--- src/rtl/ac_reg_unit.sv ---
// ac_reg_unit -- processor accumulator (AC) with extend bit E, status flags,
// single-cycle micro-operations and a multi-cycle logical shift sequencer
// with a BUSY/DONE handshake.
// Optional feature: define AC_OVF_EN to build the signed-overflow flag OVF;
// without it OVF is tied low.
module ac_reg_unit #(
  parameter int WIDTH = 16,
  parameter int AMT_W = 4
) (
  input  logic             CLK,
  input  logic             CLR,
  input  logic             SCLR,
  input  logic [WIDTH-1:0] Data,
  input  logic             LD,
  input  logic             ADD,
  input  logic             INC,
  input  logic             CMA,
  input  logic             CIR,
  input  logic             CIL,
  input  logic             SH_START,
  input  logic             SH_DIR,
  input  logic [AMT_W-1:0] SH_AMT,
  output logic [WIDTH-1:0] Q,
  output logic             E,
  output logic             Z,
  output logic             N,
  output logic             BUSY,
  output logic             DONE,
  output logic             OVF
);

  typedef enum logic [0:0] {
    IDLE  = 1'b0,
    SHIFT = 1'b1
  } state_t;

  state_t           state_r;
  logic [WIDTH-1:0] q_r;
  logic             e_r;
  logic             busy_r;
  logic             done_r;
  logic [AMT_W-1:0] cnt_r;
  logic             dir_r;
  logic [WIDTH:0]   sum_s;

  localparam logic [AMT_W-1:0] CNT_ONE  = {{(AMT_W-1){1'b0}}, 1'b1};
  localparam logic [AMT_W-1:0] CNT_ZERO = {AMT_W{1'b0}};
  localparam logic [WIDTH-1:0] Q_ONE    = {{(WIDTH-1){1'b0}}, 1'b1};
  localparam logic [WIDTH-1:0] Q_ZERO   = {WIDTH{1'b0}};

  // Full-width sum; the extra top bit becomes the carry into E.
  assign sum_s = {1'b0, q_r} + {1'b0, Data};

`ifdef AC_OVF_EN
  logic ovf_r;

  // Two's-complement overflow: operands agree in sign, result does not.
  function automatic logic add_ovf(input logic a_msb, input logic b_msb,
                                   input logic s_msb);
    return (a_msb == b_msb) && (s_msb != a_msb);
  endfunction

  // Overflow flag: updated only by ADD, cleared by either clear.
  always_ff @(posedge CLK or posedge CLR) begin
    if (CLR) begin
      ovf_r <= 1'b0;
    end else if (SCLR) begin
      ovf_r <= 1'b0;
    end else if ((state_r == IDLE) && !LD && ADD) begin
      ovf_r <= add_ovf(q_r[WIDTH-1], Data[WIDTH-1], sum_s[WIDTH-1]);
    end else begin
      ovf_r <= ovf_r;
    end
  end

  assign OVF = ovf_r;
`else
  assign OVF = 1'b0;
`endif

  // Accumulator, E and the shift sequencer: one prioritised command per edge.
  always_ff @(posedge CLK or posedge CLR) begin
    if (CLR) begin
      state_r <= IDLE;
      q_r     <= Q_ZERO;
      e_r     <= 1'b0;
      busy_r  <= 1'b0;
      done_r  <= 1'b0;
      cnt_r   <= CNT_ZERO;
      dir_r   <= 1'b0;
    end else begin
      done_r <= 1'b0;
      if (SCLR) begin
        // Also aborts a running shift without a DONE pulse.
        state_r <= IDLE;
        q_r     <= Q_ZERO;
        e_r     <= 1'b0;
        busy_r  <= 1'b0;
        cnt_r   <= CNT_ZERO;
      end else begin
        case (state_r)
          IDLE: begin
            if (LD) begin
              q_r <= Data;
            end else if (ADD) begin
              {e_r, q_r} <= sum_s;
            end else if (INC) begin
              q_r <= q_r + Q_ONE;
            end else if (CMA) begin
              q_r <= ~q_r;
            end else if (CIR) begin
              {q_r, e_r} <= {e_r, q_r};
            end else if (CIL) begin
              {e_r, q_r} <= {q_r, e_r};
            end else if (SH_START) begin
              if (SH_AMT != CNT_ZERO) begin
                state_r <= SHIFT;
                busy_r  <= 1'b1;
                cnt_r   <= SH_AMT;
                dir_r   <= SH_DIR;
              end else begin
                // Zero-length shift completes immediately.
                done_r <= 1'b1;
              end
            end else begin
              q_r <= q_r;
            end
          end
          SHIFT: begin
            if (dir_r) begin
              {e_r, q_r} <= {q_r, 1'b0};
            end else begin
              {q_r, e_r} <= {1'b0, q_r};
            end
            cnt_r <= cnt_r - CNT_ONE;
            if (cnt_r == CNT_ONE) begin
              state_r <= IDLE;
              busy_r  <= 1'b0;
              done_r  <= 1'b1;
            end else begin
              state_r <= SHIFT;
            end
          end
          default: begin
            state_r <= IDLE;
            busy_r  <= 1'b0;
            cnt_r   <= CNT_ZERO;
          end
        endcase
      end
    end
  end

  assign Q    = q_r;
  assign E    = e_r;
  assign BUSY = busy_r;
  assign DONE = done_r;
  assign Z    = (q_r == Q_ZERO);
  assign N    = q_r[WIDTH-1];

endmodule

--- config.mk ---
export PLATFORM = sky130hd
export DESIGN_NAME = ac_reg_unit
export DESIGN_NICKNAME = d
export VERILOG_FILES = /design/src/rtl/ac_reg_unit.sv
export SDC_FILE = /design/constraint.sdc
export NUM_CORES = 1
export LEC_CHECK = 0
export CORE_MARGIN = 2
export CORE_UTILIZATION = 60
export DETAILED_ROUTE_END_ITERATION = 6
export PLACE_DENSITY = 0.88
export RECOVER_POWER = 100
export SYNTH_ARGS = -nofsm -noshare
export SYNTH_HDL_FRONTEND = slang
export SYNTH_SLANG_ARGS = --single-unit
--- constraint.sdc ---
create_clock -name CLK -period 4 [get_ports CLK]
set_input_delay 0.6 -clock CLK [delete_from_list [all_inputs] [get_ports CLK]]
set_output_delay 0.6 -clock CLK [all_outputs]
set_load 0.01 [all_outputs]
==> flow_metrics.tcl <==
set metrics [dict create \
    clock_latency_ns 0.29 \
    clk_path_buf_depth 2 \
    cts-root-buf "clkbuf_8" \
    antennaDiodeCount 0 \
    cts_resized 0 \
    reg2reg_depth 8 \
    fmax_ghz 0.3200 \
    p_total_w 0.001003 \
    netlist.area_leader.share_pct 18.20 \
    crit_fanout 6 \
    wl_per_cell_um 19.48 \
    grt_max_degree 33 \
    grt_pass1_vias 3614 \
    die_area_sq_um 6352 \
    fin_crit_sh_pct 78.12 \
    globalRoute.totalOverflow 0 \
    maxCapViolCount 0 \
    layout-drive-gt1-share_pct 6.327 \
    min_path_type "reg -> reg" \
    fin_nets 543 \
    synth-seq-area-share_pct 18.20 \
    antenna_left 0 \
    synth_edf_count 0 \
    period_needed_ns 3.125 \
    postCtsSetupRepairBufs 0 \
    hold_slack_ns 0.5691 \
    maxUsedRoutingLayer "met4" \
    cp.arrival_ns 3.35 \
    gp_congestion 0.9855 \
    synth_common_cells "50 x a21oi_1, 46 x nor2_1, 39 x nand2_1" \
    portBuffers 51 \
    tns_ns 0 \
    syn-cell-area_sq_um 3438 \
    powerDensity_nw_per_um2 254.2 \
    drt-total-wl_um 10950 \
    dieWidth_um 79.70 \
    cts.sinks 25 \
    cp.required_ns 4.23 \
    met3_length_um 1341 \
    post-dp-hpwl_um 7689 \
    fp.coreArea_sq_um 5507 \
    ios 53 \
    final-setup-viol-count 0 \
    outcome "finished, final reports clean" \
    yosys-top-cells-area "dfrtp_1 18%, a21oi_1 7.3%, ha_1 7.3%" \
    syn_to_final_growth_pct 14.70 \
    yosys_warnings 0 \
    end_kind "flip-flop" \
    track_usage_pct 34.76 \
    start_util_pct 62.44 \
    clock_skew_ns 0.006051 \
    synth.most_common_cell "a21oi_1" \
    cts_hold_buf 0 \
    crit_type "in -> reg" \
    die_h_um 79.70 \
    synth_top_area_cell "dfrtp_1" \
    htreeDepth 1 \
    maxSlewViolCount 0 \
    relSlewSlack_pct 28.94 \
    cts.clk_slew.worst_paths_ns 0.10 \
    drtIter0Drc 720 \
    setup_slack_ns 0.8750 \
    syn_nets 519 \
    tightest_slew_ns 1.065 \
    cts_tree "done" \
    pre_cts_ws_ns 0.9207 \
    rows 27 \
    antenna_found_initial 0 \
    rsz0062_at_grt "false" \
    wl_met2_um 4836 \
    ir_worst_vdd_uv 142.4 \
    vias 3930 \
    routed_via_density 6.993 \
    ys_ff_latch 25 \
    crit_path_start_kind "input port" \
    drtPass1Iterations 5 \
    synth_cell_types 64 \
    drc 0 \
    syn_area_per_cell_sq_um 7.363 \
    holdPathStages 1 \
    p_leak_nw 1.590 \
    ys_dominant_reg_cell "dfrtp_1" \
    cts_inserted_buffers 3 \
    netlist_instances 467 \
    async_flop_share_pct 100.0 \
    hold_violations 0 \
    grt_pass1_wl_um 17480 \
    met1_length_um 4363 \
]
## cell usage in the layout, fill, tap and decap left out, types with 3 or more instances in the layout
cell type	synthesis	routed
a21oi_1	50	50
or2_2	3	3
o22ai_1	4	4
and3_1	4	4
a221oi_1	4	4
dfrtp_1	25	25
o21a_1	4	4
a21o_1	10	10
xor2_1	4	4
mux2_2	12	12
mux2i_1	25	25
nand3_1	15	15
buf_4	2	6
nand2b_1	8	8
nor3_1	9	10
nand2_1	39	39
nor2_1	46	47
nor2b_1	6	6
a211oi_1	12	12
clkbuf_8	0	3
nand4_1	10	10
inv_1	15	15
nor4_1	5	5
o21ai_0	27	27
or4_1	2	3
a311oi_1	4	4
clkdlybuf4s50_1	0	26
xnor2_1	11	11
o211ai_1	8	8
a31oi_1	9	9
and2_1	3	3
dlygate4sd3_1	0	25
ha_1	20	20
## cell families after synthesis
kind of cell	synth area share, %
simple gates	23.11
compound gates	28.93
buf+inv	6.768
mux	11.21
flops	18.20
fa+ha+maj	7.860
xor+xnor	3.821
other cells	0.1091
## sequential cells by signal, summed over array words and instances, names as in the netlist
signal   cells
dir_r        1
BUSY         1
cnt_r        4
DONE         1
state_r      1
E            1
Q           16
## layer usage
metal	up-vias	track usage [%]
met5	-	0
li1	1773	-
met2	292	53.28
met3	51	7.014
met4	0	14.83
met1	1814	47.36
## per-stage QoR
step	cell area (sq um)	std cells	util [%]
2_1_floorplan	3438	467	-
3_3_place_gp	3915	558	71.10
3_5_place_dp	3915	558	71.10
4_1_cts	3964	562	71.98
5_1_grt	3944	562	71.62
6_report	3944	562	71.62
## worst max-delay path, cell delays in order
cell	delay [ns]
dlygate4sd3_1	0.55
or4_1	0.59
or3_1	0.49
nor2_1	0.60
a211oi_1	0.10
a211oi_1	0.21
o311a_1	0.20
## path summary, 6_finish.rpt
check                           startpoint  endpoint  slack (ns)
worst min register to register    cnt_r[0]  cnt_r[0]        0.57
worst max-delay path                   CIR     Q[15]        0.88
worst max register to register        Q[0]     Q[14]        1.36
min in group asynchronous              CLR      Q[2]        1.01
worst min-delay path              cnt_r[0]  cnt_r[0]        0.57
max in group asynchronous              CLR  cnt_r[2]        2.36
## area by class of cell
cell class | count | area [sq um]
Clock buffer | 3 | 41.29
Clock inverter | 1 | 7.507
Fill cell | 456 | 1563
Inverter | 15 | 56.30
Multi-Input combinational cell | 388 | 2564
Sequential cell | 25 | 625.6
Tap cell | 72 | 90.09
Timing Repair Buffer | 58 | 559.3
## where the power goes
group	switching, W	leakage (nW)	internal (W)
registers	0.0000798	0.331	0.000273
clock network	0.000102	0.0217	0.0000712
logic	0.000250	1.24	0.000226
No activity file was read; power rests on OpenSTA's default activity.
